`src/rtl/fp_conv_pipe_pkg.sv`:
```
// Shared types and helpers for the pipelined floating-point format converter.
// Also defines the FP_IEEE754_T struct macro used to unpack {sign, exp, mant}.
`ifndef FP_IEEE754_T
`define FP_IEEE754_T(X, M) struct packed {logic sign; logic [(X)-1:0] exp; logic [(M)-1:0] mant;}
`endif

package fp_conv_pipe_pkg;

    typedef enum logic [1:0] {
        FPC_NORM,
        FPC_ZERO,
        FPC_INF,
        FPC_NAN
    } fp_class_t;

    // IEEE754 exponent bias for an n-bit exponent field.
    function automatic int EXP_OFFSET(input int n);
        return (1 << (n - 1)) - 1;
    endfunction

    function automatic int MAX(input int a, input int b);
        return (a > b) ? a : b;
    endfunction

    // Signed width that holds any rebiased exponent plus a rounding carry.
    function automatic int CONV_EXW(input int inx, input int onx);
        return MAX(inx, onx) + 2;
    endfunction

endpackage

```
`src/rtl/fp_conv_pipe_if.sv`:
```
// Handshake bus for fp_conv_pipe: input valid/ready/data and output valid/ready/data/flags.
interface fp_conv_pipe_if #(
    parameter int unsigned INX = 8,
    parameter int unsigned INM = 23,
    parameter int unsigned ONX = 5,
    parameter int unsigned ONM = 10
) ();
    logic               IN_VALID;
    logic               IN_READY;
    logic [INX+INM:0]   A;
    logic               OUT_VALID;
    logic               OUT_READY;
    logic [ONX+ONM:0]   XOUT;
    logic               OVF;
    logic               UNF;

    // Converter side.
    modport slave (
        input  IN_VALID, A, OUT_READY,
        output IN_READY, OUT_VALID, XOUT, OVF, UNF
    );

    // Producer/consumer side.
    modport master (
        output IN_VALID, A, OUT_READY,
        input  IN_READY, OUT_VALID, XOUT, OVF, UNF
    );
endinterface

```
`src/rtl/fp_conv_pipe_round_pack.sv`:
```
// fp_round_pack: combinational rounding, range check and packing of one converted value.
// FP_CONV_RNE_EN selects round-to-nearest-even; otherwise the mantissa is truncated.
module fp_round_pack
    import fp_conv_pipe_pkg::*;
#(
    parameter int unsigned ONX = 5,
    parameter int unsigned ONM = 10,
    parameter int unsigned EXW = 10
) (
    input  fp_class_t               i_class,
    input  logic                    i_sign,
    input  logic signed [EXW-1:0]   i_ex,
    input  logic [ONM-1:0]          i_mant,
    input  logic                    i_g,
    input  logic                    i_s,
    output logic [ONX+ONM:0]        o_x,
    output logic                    o_ovf,
    output logic                    o_unf
);
    localparam logic signed [EXW-1:0] EMAX = EXW'((1 << ONX) - 1);

    logic                   w_inc;
    logic [ONM:0]           w_mant_inc;
    logic [ONM-1:0]         w_mant_fin;
    logic signed [EXW-1:0]  w_ex_fin;

`ifdef FP_CONV_RNE_EN
    assign w_inc = i_g && (i_s || i_mant[0]);
`else
    logic w_unused;
    assign w_unused = i_g ^ i_s;
    assign w_inc    = 1'b0;
`endif

    // Round, then fold a mantissa carry-out into the exponent.
    always_comb begin
        w_mant_inc = {1'b0, i_mant} + {{ONM{1'b0}}, w_inc};
        w_mant_fin = w_mant_inc[ONM-1:0];
        w_ex_fin   = i_ex;
        if (w_mant_inc[ONM]) begin
            w_mant_fin = '0;
            w_ex_fin   = i_ex + $signed(EXW'(1));
        end
    end

    // Output class priority: NaN, Inf, zero, overflow, underflow, normal.
    always_comb begin
        o_x   = {i_sign, w_ex_fin[ONX-1:0], w_mant_fin};
        o_ovf = 1'b0;
        o_unf = 1'b0;
        unique case (i_class)
            FPC_NAN:  o_x = {1'b0, {ONX{1'b1}}, {{(ONM-1){1'b0}}, 1'b1}};
            FPC_INF:  o_x = {i_sign, {ONX{1'b1}}, {ONM{1'b0}}};
            FPC_ZERO: o_x = {i_sign, {(ONX+ONM){1'b0}}};
            default: begin
                if (w_ex_fin >= EMAX) begin
                    o_x   = {i_sign, {ONX{1'b1}}, {ONM{1'b0}}};
                    o_ovf = 1'b1;
                end else if (w_ex_fin[EXW-1] || (w_ex_fin == '0)) begin
                    o_x   = {i_sign, {(ONX+ONM){1'b0}}};
                    o_unf = 1'b1;
                end
            end
        endcase
    end
endmodule

```
`src/rtl/fp_conv_pipe.sv`:
```
// fp_conv_pipe: 2-stage valid/ready float format converter (default float32 -> float16).
// Stage 1 classifies/rebiases/splits the mantissa, stage 2 registers the rounded result.
// Build option FP_CONV_RNE_EN enables round-to-nearest-even (else truncation).
module fp_conv_pipe
    import fp_conv_pipe_pkg::*;
#(
    parameter int unsigned INX = 8,
    parameter int unsigned INM = 23,
    parameter int unsigned ONX = 5,
    parameter int unsigned ONM = 10
) (
    input  logic          CLK,
    input  logic          RST,
    fp_conv_pipe_if.slave bus
);
    localparam int unsigned   EXW   = int'(CONV_EXW(INX, ONX));
    localparam int unsigned   GB    = INM - ONM - 1;
    localparam logic [INM-1:0] SMASK = (INM'(1) << GB) - INM'(1);

    typedef `FP_IEEE754_T(INX, INM) fp_in_t;

    fp_in_t                 w_a;
    fp_class_t              w_class;
    logic signed [EXW-1:0]  w_ex;
    logic                   w_s2_ready;
    logic                   w_in_ready;
    logic                   w_in_fire;
    logic [ONX+ONM:0]       w_x;
    logic                   w_ovf;
    logic                   w_unf;

    logic                   r_s1_valid;
    fp_class_t              r_s1_class;
    logic                   r_s1_sign;
    logic signed [EXW-1:0]  r_s1_ex;
    logic [ONM-1:0]         r_s1_mant;
    logic                   r_s1_g;
    logic                   r_s1_s;
    logic                   r_out_valid;
    logic [ONX+ONM:0]       r_xout;
    logic                   r_ovf;
    logic                   r_unf;

    assign w_a        = bus.A;
    assign w_s2_ready = !r_out_valid || bus.OUT_READY;
    assign w_in_ready = !r_s1_valid || w_s2_ready;
    assign w_in_fire  = bus.IN_VALID && w_in_ready;

    assign w_ex = $signed({{(EXW-INX){1'b0}}, w_a.exp}) - $signed(EXW'(EXP_OFFSET(INX)))
                + $signed(EXW'(EXP_OFFSET(ONX)));

    // Classify the input; denormal inputs are flushed to zero.
    always_comb begin
        w_class = FPC_NORM;
        if (w_a.exp == {INX{1'b1}}) begin
            w_class = (w_a.mant != '0) ? FPC_NAN : FPC_INF;
        end else if (w_a.exp == '0) begin
            w_class = FPC_ZERO;
        end
    end

    // Stage 1: load on input transfer, empty when content moves on with nothing behind it.
    always_ff @(posedge CLK or posedge RST) begin
        if (RST) begin
            r_s1_valid <= 1'b0;
            r_s1_class <= FPC_NORM;
            r_s1_sign  <= 1'b0;
            r_s1_ex    <= '0;
            r_s1_mant  <= '0;
            r_s1_g     <= 1'b0;
            r_s1_s     <= 1'b0;
        end else if (w_in_fire) begin
            r_s1_valid <= 1'b1;
            r_s1_class <= w_class;
            r_s1_sign  <= w_a.sign;
            r_s1_ex    <= w_ex;
            r_s1_mant  <= w_a.mant[INM-1 -: ONM];
            r_s1_g     <= w_a.mant[GB];
            r_s1_s     <= |(w_a.mant & SMASK);
        end else if (w_s2_ready) begin
            r_s1_valid <= 1'b0;
        end
    end

    fp_round_pack #(
        .ONX (ONX),
        .ONM (ONM),
        .EXW (EXW)
    ) u_round_pack (
        .i_class (r_s1_class),
        .i_sign  (r_s1_sign),
        .i_ex    (r_s1_ex),
        .i_mant  (r_s1_mant),
        .i_g     (r_s1_g),
        .i_s     (r_s1_s),
        .o_x     (w_x),
        .o_ovf   (w_ovf),
        .o_unf   (w_unf)
    );

    // Stage 2: advance whenever the output slot is free or being consumed; hold otherwise.
    always_ff @(posedge CLK or posedge RST) begin
        if (RST) begin
            r_out_valid <= 1'b0;
            r_xout      <= '0;
            r_ovf       <= 1'b0;
            r_unf       <= 1'b0;
        end else if (w_s2_ready) begin
            r_out_valid <= r_s1_valid;
            if (r_s1_valid) begin
                r_xout <= w_x;
                r_ovf  <= w_ovf;
                r_unf  <= w_unf;
            end
        end
    end

    assign bus.IN_READY  = w_in_ready;
    assign bus.OUT_VALID = r_out_valid;
    assign bus.XOUT      = r_xout;
    assign bus.OVF       = r_ovf;
    assign bus.UNF       = r_unf;
endmodule

```
`src/flat_wrapper.sv`:
```
// flat-port wrapper written by rule: the top's interface ports become plain ports
module fp_conv_pipe_flat import fp_conv_pipe_pkg::*;
#(
    parameter int unsigned INX = 8,
    parameter int unsigned INM = 23,
    parameter int unsigned ONX = 5,
    parameter int unsigned ONM = 10
)
  (CLK, RST, bus_IN_VALID, bus_A, bus_OUT_READY, bus_IN_READY, bus_OUT_VALID, bus_XOUT, bus_OVF, bus_UNF);
  fp_conv_pipe_if #(.INX(INX), .INM(INM), .ONX(ONX), .ONM(ONM)) bus_i ();
  input  logic CLK;
  input  logic RST;
  input wire logic [$bits(bus_i.IN_VALID)-1:0] bus_IN_VALID;
  input wire logic [$bits(bus_i.A)-1:0] bus_A;
  input wire logic [$bits(bus_i.OUT_READY)-1:0] bus_OUT_READY;
  output wire logic [$bits(bus_i.IN_READY)-1:0] bus_IN_READY;
  output wire logic [$bits(bus_i.OUT_VALID)-1:0] bus_OUT_VALID;
  output wire logic [$bits(bus_i.XOUT)-1:0] bus_XOUT;
  output wire logic [$bits(bus_i.OVF)-1:0] bus_OVF;
  output wire logic [$bits(bus_i.UNF)-1:0] bus_UNF;
  assign bus_i.IN_VALID = bus_IN_VALID;
  assign bus_i.A = bus_A;
  assign bus_i.OUT_READY = bus_OUT_READY;
  assign bus_IN_READY = bus_i.IN_READY;
  assign bus_OUT_VALID = bus_i.OUT_VALID;
  assign bus_XOUT = bus_i.XOUT;
  assign bus_OVF = bus_i.OVF;
  assign bus_UNF = bus_i.UNF;
  fp_conv_pipe #(.INX(INX), .INM(INM), .ONX(ONX), .ONM(ONM)) u_core (.CLK(CLK), .RST(RST), .bus(bus_i));
endmodule
```
`config.mk`:
```
export PLATFORM = sky130hd
export DESIGN_NAME = fp_conv_pipe_flat
export DESIGN_NICKNAME = d
export VERILOG_FILES = /design/src/rtl/fp_conv_pipe_pkg.sv /design/src/rtl/fp_conv_pipe_if.sv /design/src/rtl/fp_conv_pipe_round_pack.sv /design/src/rtl/fp_conv_pipe.sv /design/src/flat_wrapper.sv
export SDC_FILE = /design/constraint.sdc
export NUM_CORES = 1
export LEC_CHECK = 0
export CAP_MARGIN = 20
export CORE_ASPECT_RATIO = 1.5
export CORE_UTILIZATION = 35
export CTS_CLUSTER_DIAMETER = 100
export CTS_CLUSTER_SIZE = 25
export DETAILED_ROUTE_END_ITERATION = 8
export GPL_TIMING_DRIVEN = 0
export PLACE_DENSITY = 0.71
export REMOVE_ABC_BUFFERS = 1
export SLEW_MARGIN = 30
export SYNTH_ARGS = -nofsm -noshare
export SYNTH_HDL_FRONTEND = slang
export SYNTH_HIERARCHICAL = 1
export SYNTH_SLANG_ARGS = --single-unit
```
`constraint.sdc`:
```
create_clock -name CLK -period 1.9 [get_ports CLK]
set_input_delay 0.38 -clock CLK [delete_from_list [all_inputs] [get_ports CLK]]
set_output_delay 0.38 -clock CLK [all_outputs]
set_load 0.05 [all_outputs]
```
* Word-level counts from Yosys, hierarchy flattened
Index checks and enable logic that the tools add are counted.
Storage, ports and cells: input bits 36, logic and storage cells 41, output and inout bits 20, register bits after elaboration 43
Cells by class: reduce and logical (&&, ||, !) cells 12, $add $sub $neg 2, multiplexer cells 13, order comparisons 1, equality and inequality tests 4
Operator list (count):
- one-hot mux 16 bit (3 select lines) | 1
- 2-to-1 mux 15 bit | 2
- nonzero test 23 bit | 1
- adder 10 x 5 -> 10 bit (second input constant) | 1
- >= comparator 10 x 6 -> 1 bit (second input constant) | 1
- logical NOT 10 bit | 1
- 2-to-1 mux 1 bit | 9
- subtractor 8 x 7 -> 9 bit (second input constant) | 1
- equality test 8 bit (second input constant) | 1
- logical NOT 8 bit | 1
- equality test 2 bit (second input constant) | 2
- logical OR 1 bit | 3
- OR reduction 3 bit | 1
- equality test 2 x 1 -> 1 bit (second input constant) | 1
- logical NOT 1 bit | 2
- 2-to-1 mux 2 bit | 1
- AND reduction 2 bit | 1
- nonzero test 2 bit | 1
- logical AND 1 bit | 1

* Logic depth before layout (Yosys ltp)
Gate-level depths: netlist (run 1).
depth in word-level cells 5, gate-level depth with buffers 8, mapped depth without buffers 7

* Hierarchy
Netlist (run 1), hierarchy kept.
By module, submodules not included:
- fp_conv_pipe | sequential area each 1126.1 µm², cells each 184, area each 2154.6 µm², instances 1
- fp_round_pack | sequential area each 0.0 µm², cells each 45, area each 260.2 µm², instances 1

* Least setup slack after synthesis (run 1)
Ideal clock, no wire load.
kind register -> register, start register u_core.r_out_valid (netlist: u_core/bus.OUT_VALID), end register, netlist name u_core/r_s1_g, arrival time 2.192 ns, clock period less this slack 2.316 ns, stages on the path, launching flop included 5, setup slack -0.416 ns, data required time 1.775 ns, path buffers 1, setup time 0.125 ns, cell sequence dfrtp_1 -> nand3b_1 -> nand2_1 -> buf_2 -> mux2_2
RTL lines:
- from (decl) | line fp_conv_pipe.sv:39 | logic r_out_valid;
- from (signal assigned) | line fp_conv_pipe.sv:109 | r_out_valid <= r_s1_valid;

* Worst setup path in the final report (run 1)
start register u_core.r_xout[1] (netlist: u_core/bus.XOUT[1]), end output port bus_XOUT[1]
RTL lines:
- from (decl) | line fp_conv_pipe.sv:40 | logic [ONX+ONM:0] r_xout;
- from (signal assigned) | line fp_conv_pipe.sv:111 | r_xout <= w_x;
- to (decl) | line flat_wrapper.sv:18 | output wire logic [$bits(bus_i.XOUT)-1:0] bus_XOUT;
No word-level cell between the ends.

==> results.toml, run 1 <==
[run_status]
outcome = "completed"

[timing]
rsz0062_at_grt = "no"
final.min_clock_period_ns = 1.865
slew_headroom_pct = 49.58
hold_ws_ns = 0.3460
fin_skew_ns = 0.01027
finalSetupViolations = 0
post-route-period-util_pct = 98.18
worst_pin_slew_ns = 0.7545
max_freq_mhz = 536.1
fin_ws_ns = 0.03460
drv_slew = 0
final_hold_viol_count = 0
tns_ns = 0

[global_route]
grt_pass1_vias = 1736
grt_pass1_wl_um = 7810
track_usage_pct = 15.18
antenna_found_initial = 0
grt_max_degree = 31
grt-ovfl-total = 0

[power]
switchingPower_mw = 0.9187
clkPwrFrac_pct = 28.6
leakage_nw = 1.304
sw_frac_of_total_pct = 31.78
p_comb_share_pct = 31.8
internal_power_mw = 1.972
power_mw = 2.890
vdd_ir_drop_max_mv = 0.3929
seqPwrFrac_pct = 39.6
powerDensity_nw_per_um2 = 933.3

[worst_setup_path]
r2r_end = "u_core/bus.XOUT[9]$_DFFE_PP0P_"
r2r_cells = 4
endpoint_kind = "primary output"
reg2reg_slack_ns = 0.07
crit_chain = "clkdlybuf4s50_1"
max_stage_delay_ns = 0.81
required_ns = 1.52
path_max_fanout = 2
critPathLaunchType = "flop"
critPathSlowestCell = "clkdlybuf4s50_1"
worstReg2RegStart = "u_core/r_s1_ex[3]$_DFFE_PP0P_"
crit_arrival_ns = 1.49
worstSetupPathType = "flop to primary output"
crit_buf_inv = 1
cp_top_family = "buffers and inverters"

[route]
drt_iter0_markers = 75
drtPass1Iterations = 4
post_drt_wl_per_cell_um = 13.80
vias_per_cell = 5.096
drc_errors = 0
totalWireLength_um = 4885
num_vias = 1804
final_antenna_net_count = 0

[floorplanning]
chipWidth_um = 68.80
core_area_sq_um = 6486
num_io_pins = 56
die_h_um = 102.2
rows = 36
die_area_sq_um = 7030
start_util_pct = 36.11

[place]
io_buffers = 55
dp.cells = 345
routabilityCongestion = 0.7835
dp_slack_ns = -0.9274
dp_hpwl_um = 3681

[clock_network]
clockRootBuffer = "clkbuf_8"
numCtsBuffers = 5
clkTransAtPathRegs_ns = 0.08
cts_hold_buf = 0
htreeDepth = 2
cts.sinks = 43
cts_tree = "done"
clock_latency_ns = 0.30
cts_buffer_depth = 2

[final_layout]
layout_common_cells = "clkdlybuf4s50_1 (47), dfrtp_1 (43), mux2_2 (29), nand2_1 (17)"
finalNetCount = 315
num_antenna_cells = 0
fin_cells = 354
layout_commonest_cell = "clkdlybuf4s50_1"
syn_to_final_growth_pct = 32.21
drive_above_1_share_pct = 20.86

[hold_path]
hold_class = "input pin to async pin"

[logic_synthesis]
avgSynthCellArea_sq_um = 10.50
syn_inst = 223
yosysWarnings = 6
synth_area_sq_um = 2342

[job]
cap_violations = 0
through the flow:
stage	area, sq um	utilization (%)
5_1_grt	3097	47.74
4_1_cts	3075	47.42
3_3_place_gp	2933	45.22
3_5_place_dp	2953	45.52
2_1_floorplan	2287	-
6_report	3097	47.74
state kept, by name, summed over array words and instances (netlist names):
signal and count:
u_core/r_s1_mant 10, u_core/bus.XOUT 16, u_core/r_s1_ex 10, u_core/r_s1_valid 1, u_core/bus.OUT_VALID 1, u_core/bus.OVF 1
u_core/bus.UNF 1, u_core/r_s1_sign 1, u_core/r_s1_class 2
routing by layer:
metal,GRT usage (%),wire length [um],vias up
met2,27.22,2651,32
met5,0,0,-
met3,1.786,119,8
met4,9.262,138,0
met1,16.40,1976,858
li1,-,-,906
power by group through the flow:
stage,combinational [mW],sequential [mW],clock [mW]
global placement,0.905,1.16,0
detailed placement,0.922,1.17,0
CTS,0.920,1.15,0.849
global route,0.982,1.17,0.883
floorplan,0.332,1.41,0
finish,0.919,1.15,0.826
area by class of cell:
cell class                 instances  area [sq um]
timing repair buffer              57         563.0
clock inverter                     2         60.06
fill                             618          3390
tap                               76         95.09
inverter                          15         56.30
multi-input combinational        155          1174
sequential                        43          1076
clock buffer                       6         72.57
what timing repair did:
action                                  4_1_cts  5_1_grt
endpoints found under the setup margin       13       17
resized for setup                            18        6
pin swaps                                     0        1
setup buffers                                 0        1
worst max path at each step:
stage                                      from                         endpoint  slack [ns]  cells past startpoint
5_1_grt          u_core/bus.XOUT[1]$_DFFE_PP0P_                      bus_XOUT[1]       0.002                      1
3_5_place_dp                          bus_A[23]    u_core/r_s1_ex[7]$_DFFE_PP0P_       -0.93                      8
3_3_place_gp                          bus_A[23]    u_core/r_s1_ex[7]$_DFFE_PP0P_       -0.89                      8
2_1_floorplan  u_core/bus.OUT_VALID$_DFFE_PP0P_  u_core/r_s1_mant[0]$_DFFE_PP0P_       -0.46                      3
6_report         u_core/bus.XOUT[1]$_DFFE_PP0P_                      bus_XOUT[1]        0.03                      1
4_1_cts                           bus_OUT_READY    u_core/r_s1_ex[9]$_DFFE_PP0P_       -0.07                      5
Note: power is estimated with default switching activity, not from simulation.
==> run 2, diff against run 1 <==
--- a/config.mk
+++ b/config.mk
@@ -6,7 +6,7 @@
 export NUM_CORES = 1
 export LEC_CHECK = 0
 export CAP_MARGIN = 20
-export CORE_ASPECT_RATIO = 1.5
+export CORE_ASPECT_RATIO = 0.7
 export CORE_UTILIZATION = 35
 export CTS_CLUSTER_DIAMETER = 100
 export CTS_CLUSTER_SIZE = 25
==> run 2 against run 1 <==
  * Maximum frequency rose by 1.4%
  * Core utilization rose by 1.9 points
  * Wire length rose by 5.0%
  * Sequential share of layout area fell by 0.57 points
  * Via count rose by 3.7%
  * Die area barely moved
  * Setup slack improved by 0.026 ns
  * Sequential power barely moved
  * Critical path type unchanged
  * Largest power group unchanged
==> results.toml, run 2 (synthesized netlist as in run 1, its figures left out) <==
[run_status]
outcome = "completed"

[final_layout]
drive_above_1_share_pct = 21.15
syn_to_final_growth_pct = 34.40
finalNetCount = 316
largest_reg_flops = 16
layout_common_cells = "clkdlybuf4s50_1 (43), dfrtp_1 (43), mux2_2 (29), nand2_1 (17)"
num_antenna_cells = 0
final_area_sq_um = 3148

[clock_network]
cts_tree = "done"
clkTransAtPathRegs_ns = 0.08
cts_hold_buf = 0
cts_buffer_depth = 2
cts.sinks = 43
clockRootBuffer = "clkbuf_8"
clock_latency_ns = 0.30
htreeDepth = 2
numCtsBuffers = 5

[worst_setup_path]
worstSetupPathType = "flop to primary output"
path_max_fanout = 2
critPathSlowestCell = "clkdlybuf4s50_1"
critPathLaunchType = "flop"
cp_top_family = "buffers and inverters"
crit_buf_inv = 1
max_stage_delay_ns = 0.81
crit_chain = "clkdlybuf4s50_1"
endpoint_kind = "primary output"
crit_arrival_ns = 1.46
required_ns = 1.52

[global_route]
grt_pass1_vias = 1815
antenna_found_initial = 0
grt_max_degree = 26
grt-ovfl-total = 0
track_usage_pct = 16.10
grt_pass1_wl_um = 8859

[floorplanning]
start_util_pct = 36.97
die_h_um = 70.45
die_area_sq_um = 7029
chipWidth_um = 99.78
core_area_sq_um = 6336
rows = 24
num_io_pins = 56

[route]
drt_iter0_markers = 105
final_antenna_net_count = 0
vias_per_cell = 5.054
post_drt_wl_per_cell_um = 13.87
drc_errors = 0
num_vias = 1870
drtPass1Iterations = 4
totalWireLength_um = 5131

[place]
dp_hpwl_um = 3730
dpl_cell_area_sq_um = 2972
routabilityCongestion = 0.7789
io_buffers = 55

[timing]
drv_slew = 0
max_freq_mhz = 543.7
slew_headroom_pct = 46.44
worst_pin_slew_ns = 0.8015
final.min_clock_period_ns = 1.839
final_hold_viol_count = 0
fin_skew_ns = 0.007630
finalSetupViolations = 0
post-route-period-util_pct = 96.80

[hold_path]
hold_class = "input pin to async pin"

[power]
leakage_nw = 1.369
powerDensity_nw_per_um2 = 929.1
vdd_ir_drop_max_mv = 0.4259
power_mw = 2.925

[job]
cap_violations = 0
-- run 2: cell count changes in the layout (fill, tap and decap cells not counted) --
cell and delta:
clkdlybuf4s50_1 -4, dlymetal6s2s_1 +4, buf_4 +1, buf_2 -1, buf_12 +1
-- run 2: final cells by class --
cell class / count / area [sq um]
tap: 91 / 113.9
clock buffer: 6 / 72.57
multi-input combinational: 155 / 1174
timing repair buffer: 58 / 595.6
clock inverter: 2 / 60.06
fill: 566 / 3188
sequential: 43 / 1076
inverter: 15 / 56.30
-- run 2: metal layers --
metal / routed length [um] / track usage [%]
met4: 49 / 4.412
met3: 175 / 3.804
met1: 2659 / 23.17
met2: 2246 / 24.06
met5: 0 / 0
-- run 2: worst register-to-register path, cell delays in order (launching register included) --
cell,delay [ns]
dfrtp_1,0.42
or4_4,0.57
mux2i_4,0.18
buf_12,0.15
o31ai_2,0.07
mux2_2,0.26
-- run 2: what timing repair did --
item	in CTS	in global routing
gates resized for setup	19	10
pin swaps	0	1
setup endpoints to repair	13	22
buffers inserted	0	2
-- run 2: power by group --
part           total [mW]  internal [mW]  leakage (nW)  switching [mW]
Sequential           1.15           1.06         0.531          0.0884
Clock               0.840          0.525        0.0654           0.315
Combinational       0.936          0.395         0.773           0.541
Total                2.92           1.98          1.37           0.945
-- run 2: path summary, 6_finish.rpt --
path,to,cells after the start,slack (ns),startpoint
min in group CLK,u_core/r_s1_ex[1]$_DFFE_PP0P_,3,0.44,bus_A[23]
hold reg to reg,u_core/r_s1_sign$_DFFE_PP0P_,2,0.49,u_core/r_s1_sign$_DFFE_PP0P_
hold / removal,u_core/bus.XOUT[12]$_DFFE_PP0P_,2,0.40,RST
setup / recovery,bus_XOUT[9],1,0.06,u_core/bus.XOUT[9]$_DFFE_PP0P_
setup reg to reg,u_core/bus.XOUT[0]$_DFFE_PP0P_,5,0.13,u_core/r_s1_ex[3]$_DFFE_PP0P_
max in group asynchronous,u_core/r_s1_ex[7]$_DFFE_PP0P_,3,1.03,RST
-- run 2: through the flow --
step,setup slack (ns),cells,utilization (%),hold slack [ns],setup TNS (ns)
finish,0.06081,370,49.68,0.3978,0
global route,-0.01120,370,49.68,0.4306,-0.01120
CTS,-0.04263,368,48.87,0.4068,-0.1613
detailed placement,-0.9462,360,46.90,0.4613,-12.30
global placement,-0.9193,359,46.58,0.4512,-28.78
floorplan,-0.4599,213,-,0.4374,-6.525
==> run 3, diff against run 2 <==
--- a/config.mk
+++ b/config.mk
@@ -14,6 +14,7 @@
 export GPL_TIMING_DRIVEN = 0
 export PLACE_DENSITY = 0.71
 export REMOVE_ABC_BUFFERS = 1
+export SKIP_CTS_REPAIR_TIMING = 1
 export SLEW_MARGIN = 30
 export SYNTH_ARGS = -nofsm -noshare
 export SYNTH_HDL_FRONTEND = slang
==> run 3 against run 2 <==
  * Via count down 0.21%
  * Wire length up 0.21%
  * Sequential power about the same
  * Largest power group unchanged
  * Power up 0.22%
  * Clock power about the same
  * Critical endpoint unchanged
  * Global-route usage unchanged
  * Core utilization up 0.45 points
  * Sequential share of layout area down 0.31 points
  * Maximum frequency about the same
  * First-iteration DRC count up 11%
  * Worst hold slack about the same
==> results.toml, run 3 (synthesized netlist as in run 1, its figures left out) <==
[clock_network]
clock_latency_ns = 0.30
cts_buffer_depth = 2
numCtsBuffers = 5
htreeDepth = 2
clkTransAtPathRegs_ns = 0.08
cts.sinks = 43
cts_tree = "done"
clockRootBuffer = "clkbuf_8"

[final_layout]
num_antenna_cells = 0
fin_cells = 370
largest_reg_flops = 16
fillers = 566
syn_to_final_growth_pct = 35.63
regArea_sq_um = 1076
multi_input_area_sq_um = 1187
layout_common_cells = "clkdlybuf4s50_1 (43), dfrtp_1 (43), mux2_2 (29), nand2_1 (17), o21ai_0 (14)"
final_area_sq_um = 3177
drive_above_1_share_pct = 21.51
finalNetCount = 316

[worst_setup_path]
critPathSlowestCell = "clkdlybuf4s50_1"
worstSetupPathType = "flop to primary output"
critPathLaunchType = "flop"
worstReg2RegStart = "u_core/r_s1_ex[3]$_DFFE_PP0P_"
crit_buf_inv = 1
reg2reg_slack_ns = 0.13
endpoint_kind = "primary output"
r2r_cells = 5
crit_arrival_ns = 1.46
crit_chain = "clkdlybuf4s50_1"
max_stage_delay_ns = 0.81
r2r_end = "u_core/bus.XOUT[0]$_DFFE_PP0P_"
path_depth = 1
path_max_fanout = 2
required_ns = 1.52
critical_path.startpoint = "u_core/bus.XOUT[9]$_DFFE_PP0P_"
cp_top_family = "buffers and inverters"

[floorplanning]
core_area_sq_um = 6336
chipWidth_um = 99.78
rows = 24
start_util_pct = 36.97
die_area_sq_um = 7029
die_h_um = 70.45
num_io_pins = 56

[timing]
slew_headroom_pct = 46.44
rsz0062_at_grt = "no"
tns_ns = 0
max_freq_mhz = 543.7
final.min_clock_period_ns = 1.839
final_hold_viol_count = 0
worst_pin_slew_ns = 0.8015
finalSetupViolations = 0
post-route-period-util_pct = 96.80
drv_slew = 0
fin_skew_ns = 0.007747

[global_route]
grt_pass1_vias = 1818
grt-ovfl-total = 0
grt_pass1_wl_um = 8859
use_met1_pct = 23.11
antenna_found_initial = 0
track_usage_pct = 16.10
met2_usage_pct = 24.14
met3_usage_pct = 3.804
busiest_layer = "met2"
grt_max_degree = 26

[route]
drtPass1Iterations = 4
totalWireLength_um = 5142
num_vias = 1866
vias_per_cell = 5.043
post_drt_wl_per_cell_um = 13.90
final_antenna_net_count = 0
drt_iter0_markers = 117
drc_errors = 0

[power]
power_mw = 2.931
vdd_ir_drop_max_mv = 0.4259
powerDensity_nw_per_um2 = 922.6
leakage_nw = 1.402

[job]
cap_violations = 0

[place]
dpl_cell_area_sq_um = 2972
dp.cells = 360
io_buffers = 55
dp_hpwl_um = 3730
routabilityCongestion = 0.7789

[run_status]
outcome = "completed"

[hold_path]
hold_class = "input pin to async pin"
run 3: through the flow:
step                util [%]  hold WS (ns)  setup WS (ns)
CTS                    48.99        0.4068        -0.6486
detailed placement     46.90        0.4613        -0.9462
floorplan                  -        0.4374        -0.4599
global route           50.14        0.4306       0.002265
global placement       46.58        0.4512        -0.9193
finish                 50.14        0.3978        0.06087
run 3: metal layers:
metal	routed length [um]	vias to the layer above
li1	-	903
met1	2667	917
met2	2244	39
met3	181	7
met4	49	0
met5	0	-
run 3: how the worst max path moves through the flow:
stage | end | slack [ns]
floorplan | u_core/r_s1_mant[0]$_DFFE_PP0P_ | -0.46
global placement | u_core/r_s1_ex[7]$_DFFE_PP0P_ | -0.92
detailed placement | u_core/r_s1_ex[7]$_DFFE_PP0P_ | -0.95
CTS | u_core/r_s1_ex[7]$_DFFE_PP0P_ | -0.65
global route | bus_XOUT[10] | 0.002
finish | bus_XOUT[9] | 0.06
run 3: worst register-to-register path, cell delays in order (launching register included):
cell     delay [ns]
dfrtp_1        0.42
or4_4          0.57
mux2i_4        0.18
buf_12         0.15
o31ai_2        0.07
mux2_2         0.26
run 3: area by class of cell:
cell class | instances | share of cell area (%)
repair buffers | 58 | 19.22
inverters | 15 | 1.772
clock buffers | 6 | 2.284
flip-flops and latches | 43 | 33.87
clock inverters | 2 | 1.891
well taps | 91 | 3.584
multi-input cells | 155 | 37.38
run 3: report_power, final:
part	leakage, nW	switching, mW	internal (mW)	total [mW]
Clock	0.0654	0.315	0.525	0.840
Sequential	0.531	0.0884	1.06	1.15
Combinational	0.806	0.544	0.399	0.943
